==> src/rtl/fetch_unit.sv <==
// fetch_unit
// ----------
// Instruction-fetch stage. Owns the program counter, issues one outstanding
// request at a time to instruction memory, holds the returned word in the IF
// slot (observed by the branch predictor), and advances it into the IF/ID
// register when the slot is consumed. A mispredict (branch_prediction_failed
// while not stalled) flushes IF and ID, redirects the PC, and discards any
// response still in flight for the abandoned address.
//
// Ports:
//   clk                      system clock, rising edge
//   rst                      synchronous, active-high reset
//   stall                    hazard hold: freezes IF slot, ID register and PC
//   next_predicted_pc        next PC from the branch predictor
//   branch_prediction_failed mispredict: flush and redirect
//   imem_req_valid/ready     fetch request handshake
//   imem_req_addr            fetch address (current PC)
//   imem_resp_valid/data     fetch response
//   if_pc/if_instr/if_valid  IF slot contents (NOP when empty)
//   id_pc/id_instr/id_valid  IF/ID pipeline register

module fetch_unit #(
    parameter logic [63:0] RESET_PC = 64'h0
) (
    input  logic        clk,
    input  logic        rst,
    input  logic        stall,
    input  logic [63:0] next_predicted_pc,
    input  logic        branch_prediction_failed,
    output logic        imem_req_valid,
    input  logic        imem_req_ready,
    output logic [63:0] imem_req_addr,
    input  logic        imem_resp_valid,
    input  logic [31:0] imem_resp_data,
    output logic [63:0] if_pc,
    output logic [31:0] if_instr,
    output logic        if_valid,
    output logic [63:0] id_pc,
    output logic [31:0] id_instr,
    output logic        id_valid
);

    localparam logic [31:0] NOP = 32'h0000_0013;

    typedef enum logic [1:0] {
        S_REQ   = 2'd0,  // request presented, waiting for acceptance
        S_WAIT  = 2'd1,  // request accepted, waiting for response
        S_HOLD  = 2'd2,  // IF slot full, waiting to be consumed
        S_DRAIN = 2'd3   // discarding a stale in-flight response
    } state_t;

    state_t      state;
    state_t      state_nxt;
    logic [63:0] pc;
    logic        req_valid_q;
    logic        redirect;

    // A stalled mispredict waits: the predictor keeps the flag asserted.
    assign redirect = branch_prediction_failed & ~stall;

    assign imem_req_valid = req_valid_q;
    assign imem_req_addr  = pc;

    always_comb begin
        state_nxt = state;
        unique case (state)
            S_REQ: begin
                // Accepted together with a redirect: that response is stale.
                if (imem_req_ready)
                    state_nxt = redirect ? S_DRAIN : S_WAIT;
            end
            S_WAIT: begin
                if (redirect)
                    state_nxt = imem_resp_valid ? S_REQ : S_DRAIN;
                else if (imem_resp_valid)
                    state_nxt = S_HOLD;
            end
            S_HOLD: begin
                // Either a consume or a redirect empties the slot.
                if (~stall)
                    state_nxt = S_REQ;
            end
            S_DRAIN: begin
                if (imem_resp_valid)
                    state_nxt = S_REQ;
            end
            default: state_nxt = S_REQ;
        endcase
    end

    always_ff @(posedge clk) begin
        if (rst) begin
            state       <= S_REQ;
            req_valid_q <= 1'b1;
            pc          <= RESET_PC;
            if_valid    <= 1'b0;
            if_instr    <= NOP;
            if_pc       <= RESET_PC;
            id_valid    <= 1'b0;
            id_instr    <= NOP;
            id_pc       <= '0;
        end else begin
            state       <= state_nxt;
            req_valid_q <= (state_nxt == S_REQ);

            if (redirect) begin
                pc       <= next_predicted_pc;
                if_valid <= 1'b0;
                if_instr <= NOP;
                id_valid <= 1'b0;
                id_instr <= NOP;
            end else if (state == S_HOLD) begin
                if (~stall) begin
                    id_pc    <= if_pc;
                    id_instr <= if_instr;
                    id_valid <= 1'b1;
                    pc       <= next_predicted_pc;
                    if_valid <= 1'b0;
                    if_instr <= NOP;
                end
            end else begin
                // IF has nothing to hand over: bubble into ID unless held.
                if (~stall) begin
                    id_valid <= 1'b0;
                    id_instr <= NOP;
                end
                // The slot is empty here, so a response is captured even
                // under stall.
                if (state == S_WAIT && imem_resp_valid) begin
                    if_valid <= 1'b1;
                    if_pc    <= pc;
                    if_instr <= imem_resp_data;
                end
            end
        end
    end

endmodule
==> config.mk <==
export PLATFORM = sky130hd
export DESIGN_NAME = fetch_unit
export DESIGN_NICKNAME = d
export VERILOG_FILES = /design/src/rtl/fetch_unit.sv
export SDC_FILE = /design/constraint.sdc
export NUM_CORES = 1
export LEC_CHECK = 0
export ABC_AREA = 1
export BUFFER_PORTS_ARGS = -buffer_cell sky130_fd_sc_hd__buf_4
export CAP_MARGIN = 10
export CORE_ASPECT_RATIO = 0.6
export CORE_MARGIN = 4
export CORE_UTILIZATION = 25
export CTS_BUF_LIST = sky130_fd_sc_hd__clkbuf_16
export CTS_CLUSTER_DIAMETER = 30
export DETAILED_ROUTE_END_ITERATION = 16
export PLACE_DENSITY = 0.59
export SKIP_LAST_GASP = 1
export SLEW_MARGIN = 10
export SYNTH_ARGS = -nofsm -noshare
export SYNTH_HDL_FRONTEND = slang
export SYNTH_SLANG_ARGS = --single-unit
==> constraint.sdc <==
create_clock -name clk -period 1.16 [get_ports clk]
set_input_delay 0.116 -clock clk [delete_from_list [all_inputs] [get_ports clk]]
set_output_delay 0.116 -clock clk [all_outputs]
set_load 0.05 [all_outputs]
==> results.sh, run 1 <==
export IMPL_syn_to_final_growth_pct=114
export IMPL_rsz0062_at_grt="true"
export IMPL_finalPower_mw=29.4
export IMPL_cpPeakStageDelay_ps=360
export IMPL_min_from="stall"
export IMPL_worst_slack_ps=-163
export IMPL_hold_depth=5
export IMPL_routedWlPerCell_um=18.8
export IMPL_initial_core_util_pct=25.7
export IMPL_drt_total_wl_mm=43.4
export IMPL_cp_slowest_cell="dfxtp_4"
export IMPL_period_minus_slack_ps=1320
export IMPL_reg2reg_to="id_pc[27]$_SDFFE_PP0P_"
export IMPL_worst_pin_slew_ps=414
export IMPL_start_kind="flip-flop"
export IMPL_dp_cells=1935
export IMPL_status="complete, but fails checks"
export IMPL_routed_via_density=4.66
export IMPL_path_max_fanout=14
export IMPL_synth_common_cells="nor2_1 (391), dfxtp_1 (261), o21ai_0 (128), nand2_1 (107), o21ai_1 (64)"
export IMPL_grt_pass1_wl_mm=63.0
export IMPL_fin_crit_sh_pct=114
export IMPL_yosys_warnings=0
export IMPL_syn_cell_area_mm2=0.00908
export IMPL_path_class="reg2reg"
export IMPL_nNetsFinal=1891
export IMPL_finalSetupViolations=273
export IMPL_synthesis_nets=1253
export IMPL_port_buffers=360
export IMPL_synth_edf_count=0
export IMPL_synth_cell_types=19
export IMPL_dp_hpwl_mm=24.2
export IMPL_drt_pass1_iter_count=5
export IMPL_final_core_util_pct=54.8
export IMPL_synthArstFlopShare_pct=0
export IMPL_yosysSeqAreaShare_pct=57.5
export IMPL_insertion_delay_ps=550
export IMPL_layoutNonFillerInstCount=2301
export IMPL_clkSinkCount=261
export IMPL_drt_iter0_drc=649
export IMPL_report_final_slew_viol_count=0
export IMPL_row_count=53
export IMPL_max_slew_margin_pct=72.4
export IMPL_drive_above_1_share_pct=54.5
export IMPL_postRouteAntennaNets=0
export IMPL_chipWidth_um=254
export IMPL_syn_inst=1151
export IMPL_grt_use_total_pct=20.2
export IMPL_htree_levels=2
export IMPL_r2r_start="state[0]$_SDFF_PP0_"
export IMPL_grt_pass1_vias=10800
export IMPL_clock_path_buffers=3
export IMPL_io_pins=361
export IMPL_root_buffer="clkbuf_16"
export IMPL_ys_top_cells_by_area="dfxtp_1 (58%), nor2_1 (16%), o21ai_0 (7.1%)"
export IMPL_skew_ps=20.3
export IMPL_fmaxAchievable_mhz=756
export IMPL_clk_pin_slew_worst_paths_ps=50
export IMPL_hp_class="in2reg"
export IMPL_violations="negative setup slack"
export IMPL_grt_ovfl_total=0
export IMPL_die_h_um=156
export IMPL_drc=0
export IMPL_ir_drop_mv=0.860
export IMPL_reg2reg_depth=8
export IMPL_cts_buffers=47
export IMPL_crit_arrival_ps=1750
export IMPL_dpl_worst_slack_ps=-134
export IMPL_vias=10700
export IMPL_synth_top_area_cell="dfxtp_1"
export IMPL_endpoint_kind="flip-flop"
export IMPL_cts_tree="done"
export IMPL_cpMostUsedCell="nor2_1"
export IMPL_antenna_found_initial=4
export IMPL_ys_ff_latch=261
export IMPL_synthFlopType="dfxtp_1"
export IMPL_cp_data_required_time_ps=1580
export IMPL_cp_cell_sequence="inv_4 > nand3_4 > nor2_4 > buf_6 > inv_12 > buf_12 > nor2_1 > nor2_1"
export IMPL_p_leak_nw=8.55
export IMPL_power_density_mw_per_mm2=1510
export IMPL_finalHoldViolCount=0
export IMPL_dieArea_mm2=0.0395
export IMPL_core_mm2=0.0354
export IMPL_grt_max_degree=95
export IMPL_syn_avg_cell_area_um2=7.89
export IMPL_drv_cap=0
export IMPL_gp_congestion=0.789
export IMPL_hold_end="id_instr[1]$_SDFFE_PP1N_"
export IMPL_yosysMostFrequentCell="nor2_1"
export IMPL_r2r_slack_ps=-160
export IMPL_yosysTopAreaCellShare_pct=57.5
## report_power, final
| group | switching, mW | internal (mW) | leakage, nW | total, mW |
|---|---|---|---|---|
| clock | 4.96 | 9.01 | 0.785 | 14.0 |
| combinational | 3.07 | 2.48 | 5.52 | 5.55 |
| sequential | 0.428 | 9.44 | 2.24 | 9.87 |
| total | 8.45 | 20.9 | 8.55 | 29.4 |
## what timing repair did
action / CTS / global route
resized for setup: 838 / 107
hold buffers: 98 / 0
cloned: 7 / 15
hold endpoints to repair: 102 / 0
setup endpoints to repair: 512 / 516
buffers inserted: 151 / 1
pin swaps: 1 / 24
## metrics by stage
| stage | TNS, ps | instance area [um^2] | hold WS (ps) |
|---|---|---|---|
| finish | -20030 | 19400 | 64.2 |
| floorplan | 0 | 9110 | 181 |
| global route | -47600 | 19400 | 83.2 |
| detailed placement | -15020 | 12400 | 339 |
| CTS | -21330 | 18800 | 28.6 |
| global placement | -9220 | 12400 | 336 |
## layer usage
layer	GRT usage, %	vias to the layer above	part of all wire, %
met1	26.1	5153	43
met4	8.53	0	4.2
li1	-	5042	-
met5	0	-	0
met2	33.1	414	47
met3	4.15	119	5.8
## state kept, by name (all words and copies together) (netlist names)
register,cells
id_pc,64
if_pc,64
imem_req_addr,64
id_instr,32
if_instr,32
state,2
id_valid,1
if_valid,1
imem_req_valid,1
## worst max-delay path by stage
stage	endpoint	slack (ps)	start	cells past startpoint
3_5_place_dp	id_pc[55]$_SDFFE_PP0P_	-130	state[0]$_SDFF_PP0_	6
6_report	id_pc[27]$_SDFFE_PP0P_	-160	state[0]$_SDFF_PP0_	8
3_3_place_gp	if_pc[53]$_SDFFE_PP0P_	-100	state[1]$_SDFF_PP0_	8
4_1_cts	id_pc[23]$_SDFFE_PP0P_	-120	state[0]$_SDFF_PP0_	8
2_1_floorplan	if_pc[10]$_SDFFE_PP0P_	2	state[1]$_SDFF_PP0_	8
5_1_grt	imem_req_addr[36]$_SDFFE_PP0P_	-250	state[0]$_SDFF_PP0_	7
## cells by family (layout without fill, tap and decap cells)
kind of cell	Yosys count	in the layout	synth area share (%)
AND/OR/NAND/NOR	536	536	22.8
flip-flops	261	261	57.5
AO/OA/AOI/OAI	259	259	14.4
buffers and inverters	95	772	5.34
other	0	6	0
## layout by cell type (no fill, tap or decap), types with 5 or more instances in the layout
master and n:
dfxtp_4 44, o22ai_1 5, o21ai_1 121, clkinv_1 6
dfxtp_1 8, nand3_1 33, buf_12 19, bufinv_16 7
o21ai_2 8, o21ai_0 63, clkinv_2 5, dlygate4sd3_1 98
clkinvlp_4 7, clkbuf_16 57, diode_2 6, inv_1 8
nand2_1 104, nor2_2 55, a21oi_1 60, inv_6 8
nor2_1 324, buf_4 264, nor2_4 14, buf_8 240
buf_6 33, dfxtp_2 209, buf_16 7
## worst max-delay path, delay by kind of cell, from the launching register on
family | cells | cell delay, ps
buf+inv | 4 | 430
flops | 1 | 360
simple gates | 4 | 390
## cell type report
class                   count  area, um^2
repair buffers            671        7760
repair inverters            1        8.76
clock buffers              47        1180
inverters                  12        93.8
diodes                      6        15.0
well taps                 467         584
flip-flops and latches    261        5650
clock inverters            41         428
multi-input cells         795        3680
fillers                  2962       16000
Note: power is estimated with default switching activity, not from simulation.
==> run 2: changes to the inputs <==
--- a/config.mk
+++ b/config.mk
@@ -10,11 +10,11 @@
 export CAP_MARGIN = 10
 export CORE_ASPECT_RATIO = 0.6
 export CORE_MARGIN = 4
-export CORE_UTILIZATION = 25
+export CORE_UTILIZATION = 43
 export CTS_BUF_LIST = sky130_fd_sc_hd__clkbuf_16
 export CTS_CLUSTER_DIAMETER = 30
 export DETAILED_ROUTE_END_ITERATION = 16
-export PLACE_DENSITY = 0.59
+export PLACE_DENSITY = 0.86
 export SKIP_LAST_GASP = 1
 export SLEW_MARGIN = 10
 export SYNTH_ARGS = -nofsm -noshare
==> run 2 against run 1 <==
Against the previous run: non-clock buffer count down 139; final cell count down 16%; the run still ends with negative setup slack left; critical path type unchanged; power down 11%.
==> results.sh, run 2 (same netlist as run 1, synthesis figures left out) <==
export IMPL_status="complete, but fails checks"
export IMPL_violations="negative setup slack"
export IMPL_skew_ps=18.6
export IMPL_endpoint_kind="flip-flop"
export IMPL_finalSetupViolations=466
export IMPL_drc=0
export IMPL_grt_busiest_layer="met2"
export IMPL_routed_via_density=5.55
export IMPL_port_buffers=360
export IMPL_vias=10800
export IMPL_die_h_um=121
export IMPL_root_buffer="clkbuf_16"
export IMPL_finalHoldViolCount=0
export IMPL_grt_util_met2_pct=50.2
export IMPL_seqCellArea_mm2=0.00528
export IMPL_power_share_switching_pct=30.9
export IMPL_path_class="reg2reg"
export IMPL_gp_congestion=0.843
export IMPL_mostFrequentLayoutCell="buf_4"
export IMPL_clkSinkCount=261
export IMPL_nFillCells=1206
export IMPL_fmaxAchievable_mhz=728
export IMPL_cp_data_required_time_ps=1560
export IMPL_fin_crit_sh_pct=118
export IMPL_grt_ovfl_total=0
export IMPL_seq_power_share_pct=37.6
export IMPL_period_minus_slack_ps=1370
export IMPL_drv_cap=0
export IMPL_worst_slack_ps=-213
export IMPL_initial_core_util_pct=44.6
export IMPL_grt_use_met1_pct=36.9
export IMPL_drt_total_wl_mm=42.3
export IMPL_grt_max_degree=77
export IMPL_core_mm2=0.0204
export IMPL_p_leak_nw=7.10
export IMPL_crit_arrival_ps=1770
export IMPL_power_switching_mw=8.09
export IMPL_dieArea_mm2=0.0236
export IMPL_drive_above_1_share_pct=37.9
export IMPL_r2r_slack_ps=-210
export IMPL_power_density_mw_per_mm2=1660
export IMPL_antenna_found_initial=0
export IMPL_worst_pin_slew_ps=382
export IMPL_cts_buffers=37
export IMPL_dpl_worst_slack_ps=-174
export IMPL_drt_pass1_iter_count=7
export IMPL_drt_iter0_drc=1018
export IMPL_final_cell_mix="buf_4 (373), nor2_1 (349), dfxtp_1 (245)"
export IMPL_hp_class="in2reg"
export IMPL_row_count=40
export IMPL_worst_hold_slack_ps=106
export IMPL_pwr_share_clk_pct=44.8
export IMPL_grt_use_total_pct=30.0
export IMPL_chipWidth_um=196
export IMPL_io_pins=361
export IMPL_syn_to_final_growth_pct=73.6
export IMPL_insertion_delay_ps=510
export IMPL_nNetsFinal=1741
export IMPL_cts_tree="done"
export IMPL_ir_drop_mv=1.20
export IMPL_max_slew_margin_pct=74.5
export IMPL_p_int_mw=18.1
export IMPL_rsz0062_at_grt="true"
export IMPL_clock_path_buffers=3
export IMPL_postRouteAntennaNets=0
export IMPL_report_final_slew_viol_count=0
export IMPL_p_comb_share_pct=17.6
export IMPL_htree_levels=2
export IMPL_start_kind="flip-flop"
export IMPL_multi_input_area_mm2=0.00381
export IMPL_diodes=0
export IMPL_routedWlPerCell_um=21.8
export IMPL_path_max_fanout=4
export IMPL_use_met3_pct=7.88
export IMPL_grt_pass1_wl_mm=57.2
export IMPL_clk_pin_slew_worst_paths_ps=60
export IMPL_dp_hpwl_mm=21.8
export IMPL_grt_pass1_vias=10400
run 2: worst max-delay path, cell delays in order (launching register included):
cell	delay (ps)
dfxtp_4	360
inv_2	50
nand2_2	50
nor2_4	150
nand2_4	130
buf_12	160
buf_4	130
o21ai_1	160
nor2_1	70
run 2: path summary, 6_finish.rpt:
| check | from | to | cells after the start |
|---|---|---|---|
| setup / recovery | state[1]$_SDFF_PP0_ | if_pc[27]$_SDFFE_PP0P_ | 8 |
| hold / removal | stall | state[1]$_SDFF_PP0_ | 6 |
| setup reg to reg | state[1]$_SDFF_PP0_ | if_pc[27]$_SDFFE_PP0P_ | 8 |
| hold reg to reg | id_instr[13]$_SDFFE_PP0N_ | id_instr[13]$_SDFFE_PP0N_ | 2 |
run 2: routing by layer:
layer	share of wire (%)	wire length (um)
met1	37	15700
met2	46	19600
met3	12	4960
met4	4.7	1990
met5	0	0
run 2: timing repair:
action	in CTS	in global routing
endpoints found under the setup margin	482	512
resized for setup	94	153
pin swaps	5	35
hold buffers	98	0
cloned	8	10
buffers inserted	18	5
endpoints found under the hold margin	99	0
run 2: stage by stage:
| stage | instances | util [%] | total power [mW] | cell area [um^2] | setup TNS, ps |
|---|---|---|---|---|---|
| floorplan | 1151 | - | 12.2 | 9110 | 0 |
| global placement | 1737 | 59.8 | 13.6 | 12200 | -8500 |
| detailed placement | 1737 | 59.8 | 13.6 | 12200 | -16520 |
| CTS | 1929 | 74.2 | 25.7 | 15100 | -28240 |
| global route | 1941 | 77.4 | 26.8 | 15800 | -59080 |
| finish | 1941 | 77.4 | 26.2 | 15800 | -36520 |
run 2: cell type report:
cell class	count	area share, %
well taps	273	2.17
clock inverters	31	2.37
inverters	12	0.460
clock buffers	37	5.87
repair buffers	532	31.4
flip-flops and latches	261	33.5
multi-input cells	795	24.2
run 2: power groups by stage:
stage / combinational (mW) / sequential [mW] / clock, mW
after floorplan: 0.972 / 11.3 / 0
after global placement: 3.63 / 9.94 / 0
after detailed placement: 3.67 / 9.95 / 0
after CTS: 4.20 / 9.76 / 11.7
after global routing: 4.79 / 9.86 / 12.2
final: 4.61 / 9.84 / 11.7
==> run 3: changes to the inputs <==
--- a/config.mk
+++ b/config.mk
@@ -6,7 +6,7 @@
 export NUM_CORES = 1
 export LEC_CHECK = 0
 export ABC_AREA = 1
-export BUFFER_PORTS_ARGS = -buffer_cell sky130_fd_sc_hd__buf_4
+export BUFFER_PORTS_ARGS = -buffer_cell sky130_fd_sc_hd__buf_2
 export CAP_MARGIN = 10
 export CORE_ASPECT_RATIO = 0.6
 export CORE_MARGIN = 4
@@ -15,6 +15,7 @@
 export CTS_CLUSTER_DIAMETER = 30
 export DETAILED_ROUTE_END_ITERATION = 16
 export PLACE_DENSITY = 0.86
+export RECOVER_POWER = 100
 export SKIP_LAST_GASP = 1
 export SLEW_MARGIN = 10
 export SYNTH_ARGS = -nofsm -noshare
==> run 3 against run 2 <==
Against the previous run: the run still ends with negative setup slack left; via count grew 4.3%; first-iteration DRC count up 4.0%; critical endpoint is now id_pc[29]$_SDFFE_PP0P_; final cell count grew 0.15%; critical path type unchanged.
==> results.sh, run 3 (same netlist as run 1, synthesis figures left out) <==
export IMPL_clkSinkCount=261
export IMPL_dieArea_mm2=0.0236
export IMPL_syn_to_final_growth_pct=78.4
export IMPL_fmaxAchievable_mhz=686
export IMPL_status="complete, but fails checks"
export IMPL_report_final_slew_viol_count=0
export IMPL_power_density_mw_per_mm2=1570
export IMPL_power_switching_mw=8.05
export IMPL_grt_pass1_vias=10800
export IMPL_antenna_found_initial=4
export IMPL_routed_via_density=5.78
export IMPL_crit_arrival_ps=1850
export IMPL_grt_use_total_pct=32.0
export IMPL_fin_crit_sh_pct=126
export IMPL_port_buffers=360
export IMPL_startpoint="state[0]$_SDFF_PP0_"
export IMPL_clk_pin_slew_worst_paths_ps=70
export IMPL_gp_congestion=0.859
export IMPL_start_kind="flip-flop"
export IMPL_vias=11200
export IMPL_finalHoldViolCount=0
export IMPL_drc=0
export IMPL_cts_tree="done"
export IMPL_skew_ps=13.7
export IMPL_initial_core_util_pct=44.6
export IMPL_final_cell_mix="nor2_1 (345), buf_6 (204), buf_2 (156)"
export IMPL_period_minus_slack_ps=1460
export IMPL_chipWidth_um=196
export IMPL_cp_data_required_time_ps=1550
export IMPL_path_class="reg2reg"
export IMPL_mostFrequentLayoutCell="nor2_1"
export IMPL_nNetsFinal=1744
export IMPL_rsz0062_at_grt="true"
export IMPL_io_pins=361
export IMPL_p_leak_nw=7.24
export IMPL_p_comb_share_pct=18.9
export IMPL_grt_ovfl_total=0
export IMPL_violations="negative setup slack"
export IMPL_power_share_switching_pct=31.6
export IMPL_die_h_um=121
export IMPL_routedWlPerCell_um=23.5
export IMPL_endpoint_kind="flip-flop"
export IMPL_finalSetupViolations=369
export IMPL_root_buffer="clkbuf_16"
export IMPL_crit_end="id_pc[29]$_SDFFE_PP0P_"
export IMPL_grt_max_degree=85
export IMPL_path_max_fanout=7
export IMPL_layoutNonFillerInstCount=1944
export IMPL_drive_above_1_share_pct=46.6
export IMPL_drt_iter0_drc=1059
export IMPL_p_int_mw=17.5
export IMPL_pwr_share_clk_pct=41.9
export IMPL_drt_pass1_iter_count=8
export IMPL_ir_drop_mv=1.11
export IMPL_finalPower_mw=25.5
export IMPL_hp_class="in2reg"
export IMPL_htree_levels=2
export IMPL_worst_slack_ps=-298
export IMPL_grt_pass1_wl_mm=60.8
export IMPL_cts_buffers=35
export IMPL_drt_total_wl_mm=45.7
export IMPL_clock_path_buffers=3
export IMPL_dp_hpwl_mm=21.1
export IMPL_reg2reg_depth=7
export IMPL_worst_pin_slew_ps=429
export IMPL_drv_cap=0
export IMPL_reg2reg_to="id_pc[29]$_SDFFE_PP0P_"
export IMPL_r2r_start="state[0]$_SDFF_PP0_"
export IMPL_max_slew_margin_pct=71.4
export IMPL_seq_power_share_pct=39.2
export IMPL_core_mm2=0.0204
export IMPL_insertion_delay_ps=500
export IMPL_dp_cells=1745
export IMPL_postRouteAntennaNets=0
export IMPL_dpl_worst_slack_ps=-178
export IMPL_r2r_slack_ps=-300
export IMPL_row_count=40
==> run 3: changes by cell type in the layout (fill, tap and decap cells not counted), moves of 13 or more <==
cell	change
dfxtp_1	-142
nor2_4	+13
buf_6	+198
o21ai_1	-22
o21ai_0	+21
buf_4	-340
dfxtp_2	+151
buf_2	+156
==> run 3: area by class of cell <==
type,instances,area (um^2)
inverters,12,70.1
clock buffers,37,926
fillers,1055,4170
clock inverters,26,231
multi-input cells,795,3900
diodes,3,7.51
repair buffers,537,5290
flip-flops and latches,261,5440
well taps,273,342
==> run 3: power by group through the flow <==
stage / logic (mW) / registers [mW] / clock network, mW
global route: 4.99 / 10.0 / 11.1
finish: 4.83 / 10.0 / 10.7
global placement: 3.34 / 9.91 / 0
detailed placement: 3.39 / 9.92 / 0
floorplan: 0.972 / 11.3 / 0
CTS: 4.25 / 9.89 / 10.6
==> run 3: critical path, cell delays in order, from the launching register on <==
cell     delay (ps)
dfxtp_4         360
inv_4            70
nand3_4         110
nor2_4          160
buf_4           170
buf_12          140
o21ai_0         100
nor2_1          250
==> run 3: repair_timing <==
action | CTS | global route
endpoints found under the hold margin | 98 | 0
setup buffers | 9 | 6
gates resized for setup | 609 | 151
pin swaps | 9 | 36
endpoints found under the setup margin | 512 | 446
gates cloned | 5 | 17
hold buffers | 98 | 0
==> run 3: worst min-delay path by stage <==
stage                          start                        endpoint  slack [ps]  cells after the start
2_1_floorplan                    rst             state[0]$_SDFF_PP0_         180                      1
3_3_place_gp    next_predicted_pc[3]   imem_req_addr[3]$_SDFFE_PP0P_         340                      3
3_5_place_dp   next_predicted_pc[13]  imem_req_addr[13]$_SDFFE_PP0P_         340                      3
4_1_cts                        stall           id_valid$_SDFFE_PP0N_          40                      4
5_1_grt                        stall       id_instr[17]$_SDFFE_PP0N_         110                      4
6_report                       stall           id_valid$_SDFFE_PP0N_         110                      4
==> run 3: stage by stage <==
stage,TNS [ps],cell area (um^2),hold slack (ps),util [%]
final,-38360,16200,108,79.5
after global routing,-53280,16200,107,79.5
after CTS,-23750,15300,41.6,75.1
after detailed placement,-18180,11400,342,55.8
after global placement,-10410,11400,338,55.8
after floorplan,0,9110,181,-
==> run 3: per-layer routing <==
| metal | track usage [%] | up-vias | part of all wire [%] |
|---|---|---|---|
| li1 | - | 4728 | - |
| met1 | 37.3 | 5211 | 36 |
| met2 | 54.1 | 1030 | 46 |
| met3 | 8.77 | 268 | 12 |
| met4 | 17.0 | 0 | 6.1 |
| met5 | 0 | - | 0 |
